`config.mk`:
```
export PLATFORM = sky130hd
export DESIGN_NAME = nbit_seq_mac
export DESIGN_NICKNAME = d
export VERILOG_FILES = /design/src/rtl/nbit_mac_pkg.sv /design/src/rtl/nbit_shift_add_core.sv /design/src/rtl/nbit_seq_mac.sv
export SDC_FILE = /design/constraint.sdc
export NUM_CORES = 1
export LEC_CHECK = 0
export BUFFER_PORTS_ARGS = -buffer_cell sky130_fd_sc_hd__buf_2
export CAP_MARGIN = 10
export CORE_MARGIN = 2
export CORE_UTILIZATION = 59
export CTS_BUF_LIST = sky130_fd_sc_hd__clkbuf_8
export DETAILED_ROUTE_END_ITERATION = 8
export HOLD_SLACK_MARGIN = 0.06
export PLACE_DENSITY_LB_ADDON = 0.1
export SYNTH_ARGS = -nofsm -noshare
export SYNTH_HDL_FRONTEND = slang
export SYNTH_SLANG_ARGS = --single-unit
```
`constraint.sdc`:
```
create_clock -name clk -period 5.1 [get_ports clk]
set_clock_uncertainty 0.1 [all_clocks]
set_input_delay 1.02 -clock clk [delete_from_list [all_inputs] [get_ports clk]]
set_output_delay 1.02 -clock clk [all_outputs]
set_load 0.01 [all_outputs]
```
`src/rtl/nbit_mac_pkg.sv`:
```
// Shared constants for the sequential shift-add MAC: FSM encoding, default
// sizing and the derived accumulator / counter widths.
package nbit_mac_pkg;

  localparam int NBIT_DEF      = 12;
  localparam int ACC_GUARD_DEF = 8;

  localparam logic [1:0] ST_IDLE   = 2'd0;
  localparam logic [1:0] ST_BUSY   = 2'd1;
  localparam logic [1:0] ST_FINISH = 2'd2;
  localparam logic [1:0] ST_DONE   = 2'd3;

  function automatic int acc_width(input int nbit, input int guard);
    return 2 * nbit + guard;
  endfunction

  // Counter must be able to hold the value NBIT itself, not just NBIT-1.
  function automatic int cnt_width(input int nbit);
    return $clog2(nbit + 1);
  endfunction

endpackage

```
`src/rtl/nbit_shift_add_core.sv`:
```
// Unsigned LSB-first shift-add multiplier datapath: one NBIT-wide adder
// feeding a 2*NBIT partial-product register that shifts right each step.
module nbit_shift_add_core
  import nbit_mac_pkg::*;
#(
  parameter int NBIT = NBIT_DEF
) (
  input  logic              clk,
  input  logic              rst,
  input  logic              load,
  input  logic              step,
  input  logic [NBIT-1:0]   mcand,
  input  logic [NBIT-1:0]   mplier,
  output logic [2*NBIT-1:0] product
);

  logic [2*NBIT-1:0] pp_r;
  logic [NBIT:0]     sum_s;

  // Conditional add of the multiplicand into the upper half, keeping the carry.
  always_comb begin
    sum_s = {1'b0, pp_r[2*NBIT-1:NBIT]};
    if (pp_r[0]) begin
      sum_s = {1'b0, pp_r[2*NBIT-1:NBIT]} + {1'b0, mcand};
    end else begin
      sum_s = {1'b0, pp_r[2*NBIT-1:NBIT]};
    end
  end

  // Multiplier sits in the low half and is consumed as the product shifts in.
  always_ff @(posedge clk) begin
    if (rst) begin
      pp_r <= '0;
    end else if (load) begin
      pp_r <= {{NBIT{1'b0}}, mplier};
    end else if (step) begin
      pp_r <= {sum_s, pp_r[NBIT-1:1]};
    end else begin
      pp_r <= pp_r;
    end
  end

  assign product = pp_r;

endmodule

```
`src/rtl/nbit_seq_mac.sv`:
```
// Sequential multiply-accumulate: FSM, signed/unsigned magnitude handling,
// guarded two's-complement accumulator with sticky overflow and handshakes.
module nbit_seq_mac
  import nbit_mac_pkg::*;
#(
  parameter int NBIT      = NBIT_DEF,
  parameter int ACC_GUARD = ACC_GUARD_DEF,
  localparam int ACCW     = acc_width(NBIT, ACC_GUARD),
  localparam int CNTW     = cnt_width(NBIT)
) (
  input  logic              clk,
  input  logic              rst,
  input  logic              in_valid,
  output logic              in_ready,
  input  logic [NBIT-1:0]   in1,
  input  logic [NBIT-1:0]   in2,
  input  logic              in_signed,
  input  logic              in_acc,
  output logic              out_valid,
  input  logic              out_ready,
  output logic [2*NBIT-1:0] out_product,
  output logic [ACCW-1:0]   out_acc,
  output logic              out_ovf
);

  logic [1:0]        state_r;
  logic [1:0]        state_nxt_s;
  logic [CNTW-1:0]   cnt_r;
  logic [NBIT-1:0]   mcand_r;
  logic              sign_r;
  logic              signed_r;
  logic              acc_op_r;
  logic              out_valid_r;
  logic [2*NBIT-1:0] out_product_r;
  logic [ACCW-1:0]   out_acc_r;
  logic              out_ovf_r;

  logic              accept_s;
  logic              step_s;
  logic [NBIT-1:0]   mag1_s;
  logic [NBIT-1:0]   mag2_s;
  logic [2*NBIT-1:0] core_product_s;
  logic [2*NBIT-1:0] prod_s;
  logic [ACCW-1:0]   ext_s;
  logic [ACCW-1:0]   sum_s;
  logic              ovf_s;

  assign accept_s = (state_r == ST_IDLE) && in_valid;
  assign step_s   = (state_r == ST_BUSY) && (cnt_r != CNTW'(NBIT));
  assign in_ready = (state_r == ST_IDLE) && !rst;

  // Magnitudes at capture; -2^(NBIT-1) negates to itself, which is its
  // correct unsigned magnitude.
  always_comb begin
    mag1_s = in1;
    mag2_s = in2;
    if (in_signed && in1[NBIT-1]) begin
      mag1_s = NBIT'(0) - in1;
    end else begin
      mag1_s = in1;
    end
    if (in_signed && in2[NBIT-1]) begin
      mag2_s = NBIT'(0) - in2;
    end else begin
      mag2_s = in2;
    end
  end

  nbit_shift_add_core #(.NBIT(NBIT)) u_core (
    .clk     (clk),
    .rst     (rst),
    .load    (accept_s),
    .step    (step_s),
    .mcand   (mcand_r),
    .mplier  (mag2_s),
    .product (core_product_s)
  );

  // Re-apply the sign, widen to the accumulator and form the overflow flag.
  always_comb begin
    prod_s = core_product_s;
    ext_s  = '0;
    if (sign_r) begin
      prod_s = (2*NBIT)'(0) - core_product_s;
    end else begin
      prod_s = core_product_s;
    end
    if (signed_r) begin
      ext_s = ACCW'($signed(prod_s));
    end else begin
      ext_s = ACCW'(prod_s);
    end
    sum_s = out_acc_r + ext_s;
    ovf_s = (out_acc_r[ACCW-1] == ext_s[ACCW-1]) &&
            (sum_s[ACCW-1] != out_acc_r[ACCW-1]);
  end

  // Next-state decode; BUSY spends one extra cycle seeing the counter at NBIT.
  always_comb begin
    state_nxt_s = state_r;
    case (state_r)
      ST_IDLE: begin
        if (in_valid) begin
          state_nxt_s = ST_BUSY;
        end else begin
          state_nxt_s = ST_IDLE;
        end
      end
      ST_BUSY: begin
        if (cnt_r == CNTW'(NBIT)) begin
          state_nxt_s = ST_FINISH;
        end else begin
          state_nxt_s = ST_BUSY;
        end
      end
      ST_FINISH: state_nxt_s = ST_DONE;
      ST_DONE: begin
        if (out_ready) begin
          state_nxt_s = ST_IDLE;
        end else begin
          state_nxt_s = ST_DONE;
        end
      end
      default: state_nxt_s = ST_IDLE;
    endcase
  end

  // State, operand capture, iteration counter and result registers.
  always_ff @(posedge clk) begin
    if (rst) begin
      state_r       <= ST_IDLE;
      cnt_r         <= '0;
      mcand_r       <= '0;
      sign_r        <= 1'b0;
      signed_r      <= 1'b0;
      acc_op_r      <= 1'b0;
      out_valid_r   <= 1'b0;
      out_product_r <= '0;
      out_acc_r     <= '0;
      out_ovf_r     <= 1'b0;
    end else begin
      state_r <= state_nxt_s;
      if (accept_s) begin
        mcand_r  <= mag1_s;
        sign_r   <= in_signed & (in1[NBIT-1] ^ in2[NBIT-1]);
        signed_r <= in_signed;
        acc_op_r <= in_acc;
        cnt_r    <= '0;
      end else if (step_s) begin
        cnt_r <= cnt_r + CNTW'(1);
      end else begin
        cnt_r <= cnt_r;
      end
      case (state_r)
        ST_FINISH: begin
          out_product_r <= prod_s;
          out_valid_r   <= 1'b1;
          if (acc_op_r) begin
            out_acc_r <= sum_s;
            out_ovf_r <= out_ovf_r | ovf_s;
          end else begin
            out_acc_r <= ext_s;
            out_ovf_r <= 1'b0;
          end
        end
        ST_DONE: begin
          if (out_ready) begin
            out_valid_r <= 1'b0;
          end else begin
            out_valid_r <= 1'b1;
          end
        end
        default: begin
          out_valid_r <= out_valid_r;
        end
      endcase
    end
  end

  assign out_valid   = out_valid_r;
  assign out_product = out_product_r;
  assign out_acc     = out_acc_r;
  assign out_ovf     = out_ovf_r;

endmodule

```
## Word-level counts from Yosys, hierarchy flattened

Index checks and enable logic that the tools add are counted.

| word-level totals | value |
|---|---|
| output and inout bits | 59 |
| word-level logic and storage cells | 54 |
| input port bits | 30 |
| bits in registers | 103 |

| cells by class | value |
|---|---|
| add/subtract/negate cells | 6 |
| mux-type cells | 15 |
| equality and inequality tests | 7 |
| reductions and logical operators | 11 |
| bitwise logic cells | 3 |

Operators with widths:

| operator | number |
|---|---|
| $mux W32 | 2 |
| $mux W12 | 4 |
| $add A32 B32 Y32 | 1 |
| $mux W24 | 1 |
| $sub A1 B12 Y12 const A | 2 |
| $sub A1 B24 Y24 const A | 1 |
| $add A12 B12 Y13 | 1 |
| $mux W13 | 1 |
| $pmux W2 S4 | 1 |
| $logic_and A1 B1 Y1 | 6 |
| $add A4 B1 Y4 const B | 1 |
| $eq A2 B2 Y1 const B | 2 |
| $eq A4 B4 Y1 const B | 1 |
| $mux W2 | 2 |
| $ne A4 B4 Y1 const B | 1 |
| $reduce_bool A2 Y1 | 2 |
| $mux W1 | 3 |
| $eq A2 B1 Y1 const B | 1 |
| $logic_not A2 Y1 | 1 |
| $pmux W1 S2 | 1 |
| $reduce_or A2 Y1 | 1 |
| $and A1 B1 Y1 | 1 |
| $eq A1 B1 Y1 | 1 |
| $logic_not A1 Y1 | 1 |
| other kinds (3) | 3 |

## Depth between registers and ports, before layout

Gate-level depths: netlist (run 1).

| depth | value |
|---|---|
| depth in word-level cells | 8 |
| depth in mapped cells | 20 |
| mapped depth without buffers | 18 |

## By module

A second synthesis (run 1) with hierarchy kept.

| second synthesis, totals | value |
|---|---|
| cells, all modules | 1015 |
| area total of the unflattened synthesis | 7524.7 um2 |

Modules (own cells, without submodules):

| module | sequential area each (um2) | area an instance (um2) | cells an instance | instances |
|---|---|---|---|---|
| nbit_seq_mac | 1581.5 | 5894.4 | 807 | 1 |
| nbit_shift_add_core | 480.5 | 1630.3 | 208 | 1 |

## Least setup slack after synthesis (run 1)

OpenSTA, ideal clock, no wires.

| path | value |
|---|---|
| path kind | reg-to-reg |
| start | register u_core.pp_r[0] (netlist: u_core.product[0]) |
| end | register out_acc_r[25] (netlist: out_acc[25]) |
| path buffers | 2 |
| setup slack | 627 ps |
| arrival time | 4288 ps |
| period minus slack after synthesis | 4473 ps |
| stages on the path, launching flop included | 20 |
| data required time | 4914 ps |
| library setup time | 86 ps |
| cells stage by stage | dfxtp_1 > clkbuf_1 > inv_1 > ha_1 > nand3b_1 > or4_1 > o41ai_1 > xor2_1 > inv_1 > ha_1 > clkbuf_1 > a21o_1 > a211oi_1 > o211ai_1 > o211ai_1 > a31o_2 > a21oi_1 > or4_1 > a311o_1 > a211oi_1 |

| between the ends | value |
|---|---|
| cells in the longest elaborated chain, start to end | 5 |

Ends and longest elaborated chain:

| what | line | RTL |
|---|---|---|
| start: declaration | nbit_shift_add_core.sv:17 | `logic [2*NBIT-1:0] pp_r;` |
| start signal: assignment | nbit_shift_add_core.sv:35 | `pp_r <= {{NBIT{1'b0}}, mplier};` |
| start signal: assignment | nbit_shift_add_core.sv:37 | `pp_r <= {sum_s, pp_r[NBIT-1:1]};` |
| start signal: assignment | nbit_shift_add_core.sv:39 | `pp_r <= pp_r;` |
| $sub A1 B24 Y24 | nbit_seq_mac.sv:84 | `prod_s = (2*NBIT)'(0) - core_product_s;` |
| $mux W24 | nbit_seq_mac.sv:83 | `if (sign_r) begin` |
| $mux W32 | nbit_seq_mac.sv:88 | `if (signed_r) begin` |
| via ext_s[12] | nbit_seq_mac.sv:44 | `logic [ACCW-1:0] ext_s;` |
| $add A32 B32 Y32 | nbit_seq_mac.sv:93 | `sum_s = out_acc_r + ext_s;` |
| $mux W32 | nbit_seq_mac.sv:158 | `if (acc_op_r) begin` |
| end signal: assignment | nbit_seq_mac.sv:159 | `out_acc_r <= sum_s;` |
| end signal: assignment | nbit_seq_mac.sv:162 | `out_acc_r <= ext_s;` |
| end: declaration | nbit_seq_mac.sv:35 | `logic [ACCW-1:0] out_acc_r;` |

The timed path passes the listed nets, and every way through them passes these cells.
A chain may end at the register's enable or synchronous reset.

## Worst setup path in the final report (run 1)

| path | value |
|---|---|
| start | register u_core.pp_r[2] (netlist: u_core.product[2]) |
| end | register out_acc_r[25] (netlist: out_acc[25]) |

The elaborated chain is that of the path after synthesis.

==> impl_metrics.tcl, run 1 <==
set metrics [dict create \
    drc 0 \
    synthMuxAreaShare_pct 2.32 \
    cp.required_ns 5.31 \
    drt_iter0_drc 530 \
    netlist_instances 985 \
    cp_max_fo 7 \
    crit_path_max_incr_delay_ns 0.44 \
    placementRows 40 \
    synth_top_family_by_area "compound AO/OA/AOI/OAI gates" \
    synth_xor_xnor_area_share_pct 7.71 \
    relSlewSlack_pct 37.4 \
    critPathSlowestCell "or4_1" \
    rsz0062_at_grt "false" \
    vias 7209 \
    n_antenna_cell 0 \
    path_class "reg -> reg" \
    hold_viol 0 \
    fin_nets 1099 \
    peakVddDrop_mv 0.148 \
    synthSimpleGateAreaFrac_pct 24.0 \
    h-tree-depth 3 \
    yosysSeqAreaShare_pct 27.9 \
    cts_root_buffer "clkbuf_8" \
    die_h_um 116 \
    p_clk_share_pct 32.3 \
    path_clk_slew_ns 0.11 \
    cts_buffer_depth 2 \
    cellLeakagePower_nw 3.38 \
    dr_wl_met3_um 886 \
    reg2reg_slack_ns 0.39 \
    min_period_ns 4.71 \
    synthArstFlopShare_pct 0 \
    core_area_mm2 0.0121 \
    vias_per_cell 6.01 \
    fillerInstances 1116 \
    power.internal_mw 1.23 \
    p_comb_share_pct 19.0 \
    io_buffers 88 \
    die_area_mm2 0.0134 \
    wl_um 18900 \
    synth_edf_count 0 \
    grt_pass1_vias 6491 \
    cts_setup_buffers 0 \
    cp_cell_sequence "nor3_2, nand3b_1, or4_1, o41ai_1, xor2_1, inv_1, ha_1, nand4_1, nor2_1, o211a_1, o2111ai_1, a31o_2, a21oi_1, o211ai_1, a311o_1, a211oi_1" \
    wl_met2_um 8790 \
    dr.pass1.iters 6 \
    start_util_pct 61.0 \
    tightest_slew_ns 0.939 \
    slew_viol_final 0 \
    grt_pass1_wl_um 31400 \
    grt_max_degree 89 \
    clk_latency_ns 0.40 \
    synthAdderAreaFrac_pct 7.49 \
    synth_fp_nets 1058 \
    hold_ws_ns 0.366 \
    gr-usage-all-layers_pct 29.1 \
    seqPwrFrac_pct 48.6 \
    p_per_area_mw_per_mm2 221 \
    ys_seq_elements 103 \
    yosys_warnings 0 \
    cts_num_sinks 103 \
    critical_path.top_delay_family "compound AO/OA/AOI/OAI gates" \
    ios 89 \
    synth-compound-area-share_pct 24.8 \
    p_sw_mw 0.546 \
    cts-resized-gates 0 \
    hpwl_um 13900 \
    setup-tns-final_ns 0 \
    drive_gt1_share_pct 12.3 \
    antenna_found_initial 0 \
    routedWlPerCell_um 15.7 \
    overflow 0 \
    path_buf_inv 1 \
    top_layer_used "met4" \
    synth_area_mm2 0.00739 \
    ant_nets 0 \
    chipWidth_um 116 \
    setup_violations 0 \
    fmax_ghz 0.212 \
    synth_area_per_cell_um2 7.50 \
    outcome "complete, no violations" \
    gp_routability_congestion 0.949 \
    period_share_pct 92.4 \
    drt-met1-wl_um 8610 \
    critPathLaunchType "flip-flop" \
    synth-main-ff-cell "dfxtp_1" \
    p_sw_share_pct 30.7 \
    setup.worst_path.end_class "flip-flop" \
    cts_hold_buf 0 \
    syn2layout_area_growth_pct 8.89 \
    cap_violations 0 \
    cts_buffers 9 \
    synthDistinctLibCells 68 \
    arrival_ns 4.92 \
    hold_class "reg -> reg" \
    cts_tree "done" \
]
## sequential cells by signal (all words and copies together) (netlist names)
name,count
sign_r,1
mcand_r,12
out_acc,32
out_ovf,1
signed_r,1
state_r,2
out_valid,1
cnt_r,4
out_product,24
u_core.product,24
acc_op_r,1
## routing by layer
layer / track usage (%) / vias up
met5: 0 / -
met4: 12.5 / 0
met3: 4.13 / 42
met2: 48.1 / 207
met1: 37.9 / 3330
li1: - / 3630
## stage by stage
step	power [mW]	util (%)	setup slack [ns]	instances	cell area, um^2
after global placement	1.21	64.6	0.625	1183	7830
after detailed placement	1.22	64.6	0.458	1183	7830
after floorplan	1.13	-	0.627	985	7390
after global routing	1.86	66.4	0.0497	1199	8040
after CTS	1.79	66.4	0.452	1199	8040
final	1.78	66.4	0.388	1199	8040
## cells in the final DEF, fill, tap and decap left out, types with 11 or more instances in the layout
cell type / count
nor2_1: 139
nor3_1: 48
ha_1: 41
a31oi_1: 11
nand2_1: 97
a211oi_1: 55
nand3_1: 18
xnor2_1: 33
nand2b_1: 11
nor4_1: 12
a21o_1: 13
o211ai_1: 15
a311oi_1: 17
buf_2: 88
o21ai_0: 43
a21oi_1: 60
inv_1: 40
mux2i_1: 16
dfxtp_1: 103
xor2_1: 32
## kinds of logic (layout without fill, tap and decap cells)
logic type               Yosys count  in the layout
adder cells (fa/ha/maj)           43             43
XOR/XNOR                          65             65
AO/OA/AOI/OAI                    268            268
flip-flops                       103            103
AND/OR/NAND/NOR                  383            383
multiplexers                      17             17
buffers and inverters            106            152
## cell usage after synthesis, types with 32 or more instances
cell type / count / area share, %
nor2_1: 140 / 7.1
dfxtp_1: 103 / 28
nand2_1: 97 / 4.9
a21oi_1: 60 / 4.1
a211oi_1: 55 / 5.6
clkbuf_1: 48 / 2.4
nor3_1: 48 / 3.3
o21ai_0: 43 / 2.9
ha_1: 41 / 6.9
inv_1: 40 / 2.0
xnor2_1: 33 / 3.9
xor2_1: 32 / 3.8
## worst register-to-register path: cells and delay by family, from the launching register on
kind	cells	cell delay (ns)
AOI/OAI and AO/OA	8	2.08
adders and majority gates	1	0.40
DFF	1	0.38
and+or+nand+nor	5	1.28
buffers and inverters	1	0.08
xor gates and xnor gates	1	0.30
## power groups by stage
stage | Clock [mW] | Sequential, mW | Combinational [mW]
5_1_grt | 0.612 | 0.869 | 0.383
4_1_cts | 0.585 | 0.864 | 0.338
6_report | 0.575 | 0.865 | 0.339
3_3_place_gp | 0 | 0.882 | 0.333
2_1_floorplan | 0 | 0.866 | 0.265
3_5_place_dp | 0 | 0.883 | 0.336
## path summary, 6_finish.rpt
path	from	end	cells after the start
hold / removal	out_product[0]	out_product[0]	2
setup reg to reg	u_core.product[2]	out_acc[25]	16
setup / recovery	u_core.product[2]	out_acc[25]	16
hold reg to reg	out_product[0]	out_product[0]	2
## cell type report
class / instances / area [um^2] / share of cell area, %
repair buffers: 96 / 500 / 6.22
inverters: 40 / 150 / 1.87
well taps: 168 / 210 / 2.61
flip-flops and latches: 103 / 2060 / 25.6
clock inverters: 7 / 95.1 / 1.18
clock buffers: 9 / 124 / 1.54
multi-input cells: 776 / 4900 / 60.9
Note: power is estimated with default switching activity, not from simulation.
==> run 2, diff against run 1 <==
Settings changed: CORE_UTILIZATION 59 to 55.
Clock period 5.1 ns to 4.25 ns, I/O delays scaled along.
==> run 2 against run 1 <==
The run now ends with setup timing left. Wire length increased by 1.7%. Largest cell class unchanged. Final cell count increased by 4.9%. Die area increased by 7.0%. Count of clock-buffer cells in the layout increased by 1. Critical path depth unchanged. Sequential power increased by 19%. Setup slack got worse by 0.47 ns. Critical endpoint is now out_ovf. Critical path type unchanged. Core utilization decreased by 1.4 points.
==> impl_metrics.tcl, run 2 (same netlist as run 1, synthesis figures left out) <==
set metrics [dict create \
    cts_root_buffer "clkbuf_8" \
    violations "setup timing" \
    gr-usage-all-layers_pct 26.4 \
    cellLeakagePower_nw 3.65 \
    overflow 0 \
    syn2layout_area_growth_pct 16.0 \
    seqPwrFrac_pct 48.0 \
    tightest_slew_ns 0.997 \
    min_period_ns 4.33 \
    critPathLaunchType "flip-flop" \
    core_area_mm2 0.0132 \
    cap_violations 0 \
    drive_gt1_share_pct 18.5 \
    clk_latency_ns 0.39 \
    drc 0 \
    largest_reg_flops 32 \
    wl_um 19200 \
    grt_max_degree 51 \
    routedWlPerCell_um 15.2 \
    chipWidth_um 120 \
    hold_class "reg -> reg" \
    gp_routability_congestion 0.985 \
    cts_hold_buf 0 \
    hold_viol 0 \
    grt_pass1_wl_um 30900 \
    ios 89 \
    power.internal_mw 1.48 \
    antenna_found_initial 0 \
    vias_per_cell 5.80 \
    period_share_pct 102 \
    h-tree-depth 3 \
    placementRows 42 \
    die_h_um 120 \
    p_sw_share_pct 30.9 \
    cts_tree "done" \
    p_clk_share_pct 29.3 \
    fin_cells 1258 \
    path_clk_slew_ns 0.09 \
    final_util_pct 65.0 \
    relSlewSlack_pct 33.3 \
    setup_slack_ns -0.0783 \
    setup.worst_path.end_class "flip-flop" \
    cp_max_fo 7 \
    p_sw_mw 0.661 \
    final_cell_mix "nor2_1, dfxtp_1, nand2_1" \
    peakVddDrop_mv 0.142 \
    cts_buffers 9 \
    cts_buffer_depth 2 \
    start_util_pct 56.0 \
    fmax_ghz 0.231 \
    fin_nets 1150 \
    cp.required_ns 4.44 \
    n_antenna_cell 0 \
    setup_violations 4 \
    p_comb_share_pct 22.7 \
    reg2reg_slack_ns -0.08 \
    dp_cells 1233 \
    hpwl_um 14100 \
    rsz0062_at_grt "true" \
    vias 7294 \
    arrival_ns 4.52 \
    p_per_area_mw_per_mm2 250 \
    die_area_mm2 0.0144 \
    layout_commonest_cell "nor2_1" \
    dr.pass1.iters 5 \
    grt_pass1_vias 6265 \
    io_buffers 88 \
    slew_viol_final 0 \
    setup-tns-final_ns -0.153 \
    ant_nets 0 \
    drt_iter0_drc 624 \
    path_class "reg -> reg" \
    outcome "finished with violations" \
    cts_num_sinks 103 \
]
[run 2: area by class of cell]
cell class / count / area (um^2)
Clock buffer: 10 / 138
Clock inverter: 6 / 53.8
Fill cell: 1237 / 4620
Inverter: 40 / 153
Multi-Input combinational cell: 776 / 5060
Sequential cell: 103 / 2060
Tap cell: 176 / 220
Timing Repair Buffer: 147 / 887
[run 2: power groups by stage]
stage	sequential, mW	clock, mW	combinational [mW]
final	1.03	0.627	0.487
after global placement	1.05	0	0.458
after CTS	1.03	0.644	0.470
after floorplan	1.04	0	0.324
after detailed placement	1.05	0	0.465
after global routing	1.03	0.675	0.543
[run 2: critical path, stage by stage, from the launching register on]
cell,delay [ns]
dfxtp_2,0.34
nor3_2,0.19
nand3b_1,0.16
or4_4,0.58
o41ai_4,0.23
xor2_1,0.24
inv_1,0.11
ha_4,0.28
nand3_1,0.13
o211ai_1,0.12
buf_4,0.18
nor4_4,0.29
o31a_1,0.28
o211ai_1,0.16
nor4_2,0.30
mux2i_1,0.15
a2111oi_2,0.36
[run 2: final timing paths]
kind,from,end,cells after the start
hold / removal,mcand_r[0],mcand_r[0],2
setup reg to reg,u_core.product[4],out_ovf,16
hold reg to reg,mcand_r[0],mcand_r[0],2
setup / recovery,u_core.product[4],out_ovf,16
[run 2: routing by layer]
metal	share of wire, %	track usage [%]	vias to the layer above
met5	0	0	-
met2	45	41.0	230
met1	48	38.6	3298
met3	5.6	3.14	28
met4	1.5	7.21	0
li1	-	-	3738
[run 2: timing repair]
item                                   CTS  global route
buffers inserted                         2             7
resized for setup                        8            22
pin swaps                                5            24
endpoints found under the hold margin    0             0
setup endpoints to repair                4             9
[run 2: metrics by stage]
stage / hold slack [ns] / power, mW / area, um^2 / setup WS (ns)
after floorplan: 0.341 / 1.36 / 7430 / 0.0000222
after global placement: 0.346 / 1.51 / 8180 / 0.0686
after detailed placement: 0.355 / 1.51 / 8180 / -0.0480
after CTS: 0.368 / 2.14 / 8420 / 0.00820
after global routing: 0.385 / 2.25 / 8570 / -0.319
final: 0.366 / 2.14 / 8570 / -0.0783
==> run 3, diff against run 2 <==
Settings changed: CORE_UTILIZATION 55 to 40.
Clock period 4.25 ns to 5 ns, I/O delays scaled along.
==> run 3 against run 2 <==
The flow now finishes without violations. Cell area down 4.3%. Largest power group unchanged. Register-to-register slack improved by 0.47 ns. Final cell count is 0.40% higher. Power shrank 12%. Die area is 36% higher. Count of clock-buffer cells in the layout did not move. Core utilization down 19 points.
==> impl_metrics.tcl, run 3 (same netlist as run 1, synthesis figures left out) <==
set metrics [dict create \
    top_layer_used "met4" \
    grt_pass1_wl_um 33800 \
    outcome "complete, no violations" \
    drc 0 \
    arrival_ns 4.82 \
    rsz0062_at_grt "false" \
    pre_cts_slack_ns 0.313 \
    final_util_pct 45.5 \
    placementRows 49 \
    setup.worst_path.end_class "flip-flop" \
    period_share_pct 92.1 \
    hold_class "reg -> reg" \
    core_area_mm2 0.0180 \
    start_util_pct 41.0 \
    cp.required_ns 5.22 \
    relSlewSlack_pct 31.8 \
    path_class "reg -> reg" \
    cts_hold_buf 0 \
    dr.pass1.iters 5 \
    ant_nets 0 \
    routedWlPerCell_um 16.6 \
    io_buffers 88 \
    peakVddDrop_mv 0.132 \
    hold_viol 0 \
    n_antenna_cell 0 \
    p_per_area_mw_per_mm2 229 \
    critPathLaunchType "flip-flop" \
    dr_wl_met3_um 679 \
    grt_pass1_vias 6589 \
    cellLeakagePower_nw 3.42 \
    overflow 0 \
    clk_latency_ns 0.39 \
    chipWidth_um 140 \
    min_period_ns 4.61 \
    holdCritStartpoint "out_product[22]" \
    wl_um 20900 \
    gr-usage-all-layers_pct 21.1 \
    path_clk_slew_ns 0.10 \
    ios 89 \
    crit_start "u_core.product[2]" \
    largest_reg_flops 32 \
    finalInstanceArea_mm2 0.00820 \
    die_h_um 140 \
    fmax_ghz 0.217 \
    slew_viol_final 0 \
    cts_tree "done" \
    final_cell_mix "nor2_1, dfxtp_1, nand2_1" \
    setup_violations 0 \
    grt_max_degree 88 \
    setup-tns-final_ns 0 \
    cts_buffers 9 \
    gp_routability_congestion 0.871 \
    layout_commonest_cell "nor2_1" \
    h-tree-depth 3 \
    setup_slack_ns 0.394 \
    syn2layout_area_growth_pct 11.0 \
    drive_gt1_share_pct 12.8 \
    wl_met2_um 9900 \
    vias_per_cell 5.62 \
    vias 7104 \
    cts_num_sinks 103 \
    hpwl_um 15200 \
    antenna_found_initial 0 \
    fin_nets 1104 \
    reg2reg_from "u_core.product[2]" \
    drt-met1-wl_um 9930 \
    die_area_mm2 0.0196 \
    cts_root_buffer "clkbuf_8" \
    cp_max_fo 7 \
    place_area_mm2 0.00794 \
    cts_buffer_depth 2 \
    drt_iter0_drc 382 \
    p_total_mw 1.88 \
    tightest_slew_ns 1.02 \
    cap_violations 0 \
]
run 3: path summary, 6_finish.rpt:
kind                            cells past startpoint         endpoint  slack [ns]
worst max-delay path                               16      out_acc[25]        0.39
worst min-delay path                                2  out_product[22]        0.36
worst max register to register                     16      out_acc[25]        0.39
worst min register to register                      2  out_product[22]        0.36
run 3: routing by layer:
metal	vias to the layer above	track usage (%)
li1	3641	-
met1	3302	28.1
met2	133	34.9
met3	28	3.59
met4	0	7.00
met5	-	0
run 3: critical path, stage by stage, from the launching register on:
cell and delay, ns:
dfxtp_1 0.40, nor3_4 0.29, nand3b_1 0.22, or4_1 0.47, o41ai_1 0.32, xor2_1 0.28
inv_1 0.07, ha_1 0.37, a21o_1 0.25, a211oi_1 0.22, o211ai_1 0.13, o211ai_1 0.14
a31o_2 0.21, a21oi_2 0.09, or4_1 0.41, a311o_1 0.36, a211oi_1 0.21
run 3: metrics by stage:
stage / std cells / hold slack, ns
floorplan: 985 / 0.341
global placement: 1248 / 0.345
detailed placement: 1248 / 0.347
CTS: 1262 / 0.363
global route: 1263 / 0.395
finish: 1263 / 0.356
run 3: power by group:
| part | switching [mW] | total, mW | internal (mW) |
|---|---|---|---|
| sequential | 0.0391 | 0.883 | 0.844 |
| clock | 0.299 | 0.640 | 0.340 |
| combinational | 0.223 | 0.358 | 0.135 |
run 3: final cells by class:
cell class	instances	area, um^2
fillers	1887	9820
multi-input cells	776	4920
flip-flops and latches	103	2060
repair buffers	101	551
well taps	229	287
inverters	40	150
clock buffers	10	138
clock inverters	4	95.1
run 3: timing repair:
action	CTS	global route
buffers inserted	0	1
resized for setup	0	3
setup endpoints to repair	0	4
